## src/rtl/regfile_wb_arbiter_pkg.sv

```systemverilog
// Shared widths, FSM encoding and request payload for the regfile writeback arbiter.
package regfile_wb_arbiter_pkg;

    localparam int unsigned WORD        = 32;
    localparam int unsigned RF_ADDR_W   = 5;
    localparam int unsigned RF_NUM_REGS = 32;

    typedef enum logic {
        WBA_INIT = 1'b0,
        WBA_RUN  = 1'b1
    } wba_state_e;

    typedef struct packed {
        logic [RF_ADDR_W-1:0] dest;
        logic [WORD-1:0]      data;
    } wb_req_t;

endpackage

```

## src/rtl/regfile_wb_arbiter_rr.sv

```systemverilog
// Combinational round-robin arbiter: first valid requester at or after ptr wins.
module rr_arbiter #(
    parameter int unsigned NREQ = 2
) (
    input  logic [NREQ-1:0]          valid,
    input  logic [$clog2(NREQ)-1:0]  ptr,
    output logic [NREQ-1:0]          grant_c,
    output logic [$clog2(NREQ)-1:0]  grant_idx_c,
    output logic                     any_c
);
    localparam int unsigned IDW = $clog2(NREQ);

    int unsigned idx;

    always_comb begin
        grant_c     = '0;
        grant_idx_c = '0;
        any_c       = 1'b0;
        idx         = 0;
        for (int unsigned k = 0; k < NREQ; k++) begin
            idx = (32'(ptr) + k) % NREQ;
            if (!any_c && valid[idx]) begin
                any_c       = 1'b1;
                grant_c[idx] = 1'b1;
                grant_idx_c = IDW'(idx);
            end
        end
    end

endmodule

```

## src/rtl/regfile_wb_arbiter.sv

```systemverilog
// Shares the regfile write port among NREQ writeback requesters, clearing the regfile after reset.
module regfile_wb_arbiter
    import regfile_wb_arbiter_pkg::*;
#(
    parameter int unsigned NREQ       = 2,
    parameter int unsigned NUM_REGS   = RF_NUM_REGS,
    parameter int unsigned INIT_CLEAR = 1,
    parameter int unsigned ZERO_R0    = 1
) (
    input  logic                        clk,
    input  logic                        reset_n,
    input  logic [NREQ-1:0]             req_valid,
    output logic [NREQ-1:0]             req_ready,
    input  logic [NREQ*RF_ADDR_W-1:0]   req_dest,
    input  logic [NREQ*WORD-1:0]        req_data,
    output logic                        rf_write,
    output logic [RF_ADDR_W-1:0]        rf_address_dest,
    output logic [WORD-1:0]             rf_write_data,
    output logic [$clog2(NREQ)-1:0]     grant_id,
    output logic                        init_done
);
    localparam int unsigned IDW = $clog2(NREQ);

    wba_state_e           state, state_nxt;
    logic [RF_ADDR_W-1:0] cnt, cnt_nxt;
    logic [IDW-1:0]       ptr, ptr_nxt;
    logic                 rf_write_nxt, init_done_nxt;
    logic [RF_ADDR_W-1:0] addr_nxt;
    logic [WORD-1:0]      data_nxt;
    logic [IDW-1:0]       gid_nxt;

    logic [NREQ-1:0] grant_c;
    logic [IDW-1:0]  win_c;
    logic            any_c;
    wb_req_t         sel_c;

    rr_arbiter #(.NREQ(NREQ)) u_rr (
        .valid       (req_valid),
        .ptr         (ptr),
        .grant_c     (grant_c),
        .grant_idx_c (win_c),
        .any_c       (any_c)
    );

    // Payload of the current winner
    always_comb begin
        sel_c.dest = req_dest[RF_ADDR_W*32'(win_c) +: RF_ADDR_W];
        sel_c.data = req_data[WORD*32'(win_c) +: WORD];
    end

    // Grants are only offered once the clear sequence is over
    always_comb begin
        req_ready = (state == WBA_RUN) ? grant_c : '0;
    end

    always_comb begin
        state_nxt     = state;
        cnt_nxt       = cnt;
        ptr_nxt       = ptr;
        rf_write_nxt  = 1'b0;
        addr_nxt      = rf_address_dest;
        data_nxt      = rf_write_data;
        gid_nxt       = grant_id;
        init_done_nxt = init_done;
        case (state)
            WBA_INIT: begin
                rf_write_nxt = 1'b1;
                addr_nxt     = cnt;
                data_nxt     = '0;
                cnt_nxt      = cnt + RF_ADDR_W'(1);
                if (cnt == RF_ADDR_W'(NUM_REGS - 1)) begin
                    state_nxt     = WBA_RUN;
                    cnt_nxt       = '0;
                    init_done_nxt = 1'b1;
                end
            end
            WBA_RUN: begin
                init_done_nxt = 1'b1;
                if (any_c) begin
                    // Writes to r0 are consumed but never reach the regfile
                    rf_write_nxt = !((ZERO_R0 != 0) && (sel_c.dest == '0));
                    addr_nxt     = sel_c.dest;
                    data_nxt     = sel_c.data;
                    gid_nxt      = win_c;
                    ptr_nxt      = (32'(win_c) == NREQ - 1) ? '0 : IDW'(32'(win_c) + 1);
                end
            end
            default: state_nxt = WBA_RUN;
        endcase
    end

    always_ff @(posedge clk or negedge reset_n) begin
        if (!reset_n) begin
            state           <= (INIT_CLEAR != 0) ? WBA_INIT : WBA_RUN;
            cnt             <= '0;
            ptr             <= '0;
            rf_write        <= 1'b0;
            rf_address_dest <= '0;
            rf_write_data   <= '0;
            grant_id        <= '0;
            init_done       <= 1'b0;
        end else begin
            state           <= state_nxt;
            cnt             <= cnt_nxt;
            ptr             <= ptr_nxt;
            rf_write        <= rf_write_nxt;
            rf_address_dest <= addr_nxt;
            rf_write_data   <= data_nxt;
            grant_id        <= gid_nxt;
            init_done       <= init_done_nxt;
        end
    end

endmodule

```

## config.mk

```make
export PLATFORM = sky130hd
export DESIGN_NAME = regfile_wb_arbiter
export DESIGN_NICKNAME = d
export VERILOG_FILES = /design/src/rtl/regfile_wb_arbiter_pkg.sv /design/src/rtl/regfile_wb_arbiter_rr.sv /design/src/rtl/regfile_wb_arbiter.sv
export SDC_FILE = /design/constraint.sdc
export NUM_CORES = 1
export LEC_CHECK = 0
export CAP_MARGIN = 20
export CORE_MARGIN = 4
export CORE_UTILIZATION = 30
export DETAILED_ROUTE_END_ITERATION = 8
export MAX_ROUTING_LAYER = met4
export PLACE_DENSITY = 0.62
export REMOVE_ABC_BUFFERS = 1
export SYNTH_ARGS = -nofsm -noshare
export SYNTH_HDL_FRONTEND = slang
export SYNTH_HIERARCHICAL = 1
export SYNTH_SLANG_ARGS = --single-unit
```

## constraint.sdc

```tcl
create_clock -name clk -period 4.45 [get_ports clk]
set_input_delay 1.335 -clock clk [delete_from_list [all_inputs] [get_ports clk]]
set_output_delay 1.335 -clock clk [all_outputs]
set_load 0.005 [all_outputs]
```

==> metrics.yaml <==
status: "complete, no violations"
finalWirelength_um: 6210
num-fill-cells: 748
cellLeakagePower_nw: 1.76
endpoint_kind: "output port"
num_vias: 2025
rsz0062_at_grt: "no"
fin_nets: 409
postCtsHoldBufs: 0
layout_common_cells: "118 x clkdlybuf4s50_1, 47 x dfrtp_1, 37 x mux2i_1, 37 x nand2_1, 32 x o211a_1"
clock_latency_ps: 300
synth_flop_cell: "dfrtp_1"
rr_worst_depth: 6
route.detailed.drc: 0
cp-start-kind: "input pin"
synth_area_per_cell_sq_um: 11.1
dieArea_sq_um: 9520
min-delay-path-class: "register to register"
critPathArrivalTime_ps: 2700
postRouteAntennaNets: 0
tightest_slew_ps: 660
diodes: 0
wire_per_inst_um: 14.4
post-route-period-util: 0.907
dieHeight_um: 97.6
seq_area_frac_synth: 0.489
yosys_warnings: 6
clockRootBuffer: "clkbuf_8"
maxCapViolations: 0
rows: 32
max_freq_mhz: 248
cts_resized: 0
ys_seq_elements: 47
crit_path_max_fanout: 4
cts_setup_buffers: 0
grt_overflow: 0
crit_type: "input pin to output port"
synth-edff-count: 0
gp_congestion: 0.829
hold_depth: 1
finalSetupViolations: 0
slew_viol_final: 0
layout_commonest_cell: "clkdlybuf4s50_1"
io_pins: 120
cts_sinks: 47
synth-async-reset-ratio: 1.00
start_util: 0.310
final_util: 0.493
path_clk_slew_ps: 90
areaGrowthSynthToFinish_pct: 59.2
viasPerCell: 4.69
grt_pass1_wl_um: 10200
whs_ps: 486
grt_pass1_vias: 2054
cts_htree_levels: 2
relSlewSlack: 0.560
crit_required_ps: 3120
rr_endpoint: "rf_write_data[13]"
powerDensity_nw_per_um2: 298
final.setup_skew_ps: 10.6
synthDistinctLibCells: 25
drtIter0Drc: 57
dieWidth_um: 97.6
grtUsageTotal: 0.133
mappedNetlistArea_sq_um: 2410
cts_tree: "built"
antenna_found_initial: 0
rr_startpoint: "ptr"
ff2ff_setup_slack_ps: 2460
ir_drop_uv: 148
syn_inst: 216
hold_viol: 0
multiInputGateArea_sq_um: 1140
drive_above_1_share: 0.0727
post-route-min-period_ps: 4040
cts_buffer_depth: 2
portBuffers: 119
core_area_sq_um: 7770
seqCellArea_sq_um: 1180
cts_buffers: 5
hold_end: "init_done"
worstHoldStart: "init_done"
fin_total_pwr_mw: 1.14
grt_max_degree: 48
firstDrtPassIters: 4
hpwl_um: 4520
==> Yosys cell counts, types with 2 or more instances <==
master	n	share of area
mux2i_1	37	0.15
ha_1	2	0.010
and2_1	2	0.0052
nand2_1	37	0.058
buf_6	2	0.0094
inv_1	2	0.0031
mux2_2	8	0.037
buf_2	11	0.023
a21boi_0	3	0.0094
a21oi_1	6	0.012
nor2_1	7	0.011
o21ai_0	5	0.010
clkbuf_1	5	0.0078
dfrtp_1	47	0.49
o211a_1	32	0.13
==> power breakdown <==
group	internal [mW]	switching, mW
combinational	0.190	0.0954
sequential	0.467	0.0208
clock	0.225	0.144
total	0.882	0.260
==> layout make-up <==
type,instances,share of cell area
Clock buffer,6,0.0189
Clock inverter,2,0.0157
Inverter,2,0.00196
Multi-Input combinational cell,149,0.297
Sequential cell,47,0.307
Tap cell,102,0.0333
Timing Repair Buffer,124,0.326
==> layer usage <==
layer | global-route usage | vias up | part of all wire
met1 | 0.166 | 963 | 0.45
met2 | 0.211 | 61 | 0.48
met5 | - | - | 0
met3 | 0.0416 | 7 | 0.064
li1 | - | 994 | -
met4 | 0.0330 | 0 | 0.011
==> flip-flops by register name (all words and copies together), names as in the netlist <==
register         count
grant_id             1
rf_write_data       32
ptr                  1
cnt                  5
init_done            1
rf_write             1
state                1
rf_address_dest      5
==> stage by stage <==
| stage | instances | TNS, ps | setup slack [ps] | cell area, sq um |
|---|---|---|---|---|
| 3_5_place_dp | 423 | 0 | 410 | 3680 |
| 5_1_grt | 432 | 0 | 354 | 3830 |
| 2_1_floorplan | 198 | -70180 | -1930 | 2310 |
| 3_3_place_gp | 423 | 0 | 433 | 3680 |
| 6_report | 432 | 0 | 414 | 3830 |
| 4_1_cts | 431 | 0 | 403 | 3810 |
==> critical path, stage by stage <==
cell and delay (ps):
clkdlybuf4s50_1 560, a21boi_0 180, and2_1 130, clkdlybuf4s50_1 490
==> kinds of logic (layout without fill, tap and decap cells) <==
logic type | after synthesis | in the layout | synth area share
AOI/OAI and AO/OA | 49 | 49 | 0.175
adders and majority gates | 2 | 2 | 0.0104
buffers and inverters | 20 | 134 | 0.0432
DFF | 47 | 47 | 0.489
muxes | 45 | 45 | 0.191
and+or+nand+nor | 53 | 53 | 0.0910
==> worst max path at each step <==
stage	from	slack (ps)	cells after the start	endpoint
floorplan	req_valid[1]	-1930	4	rf_address_dest[0]
global placement	req_valid[0]	430	4	req_ready[0]
detailed placement	req_valid[0]	410	4	req_ready[0]
CTS	req_valid[0]	400	4	req_ready[0]
global route	req_valid[0]	350	4	req_ready[0]
finish	req_valid[0]	410	4	req_ready[0]
Note: power is estimated with default switching activity, not from simulation.
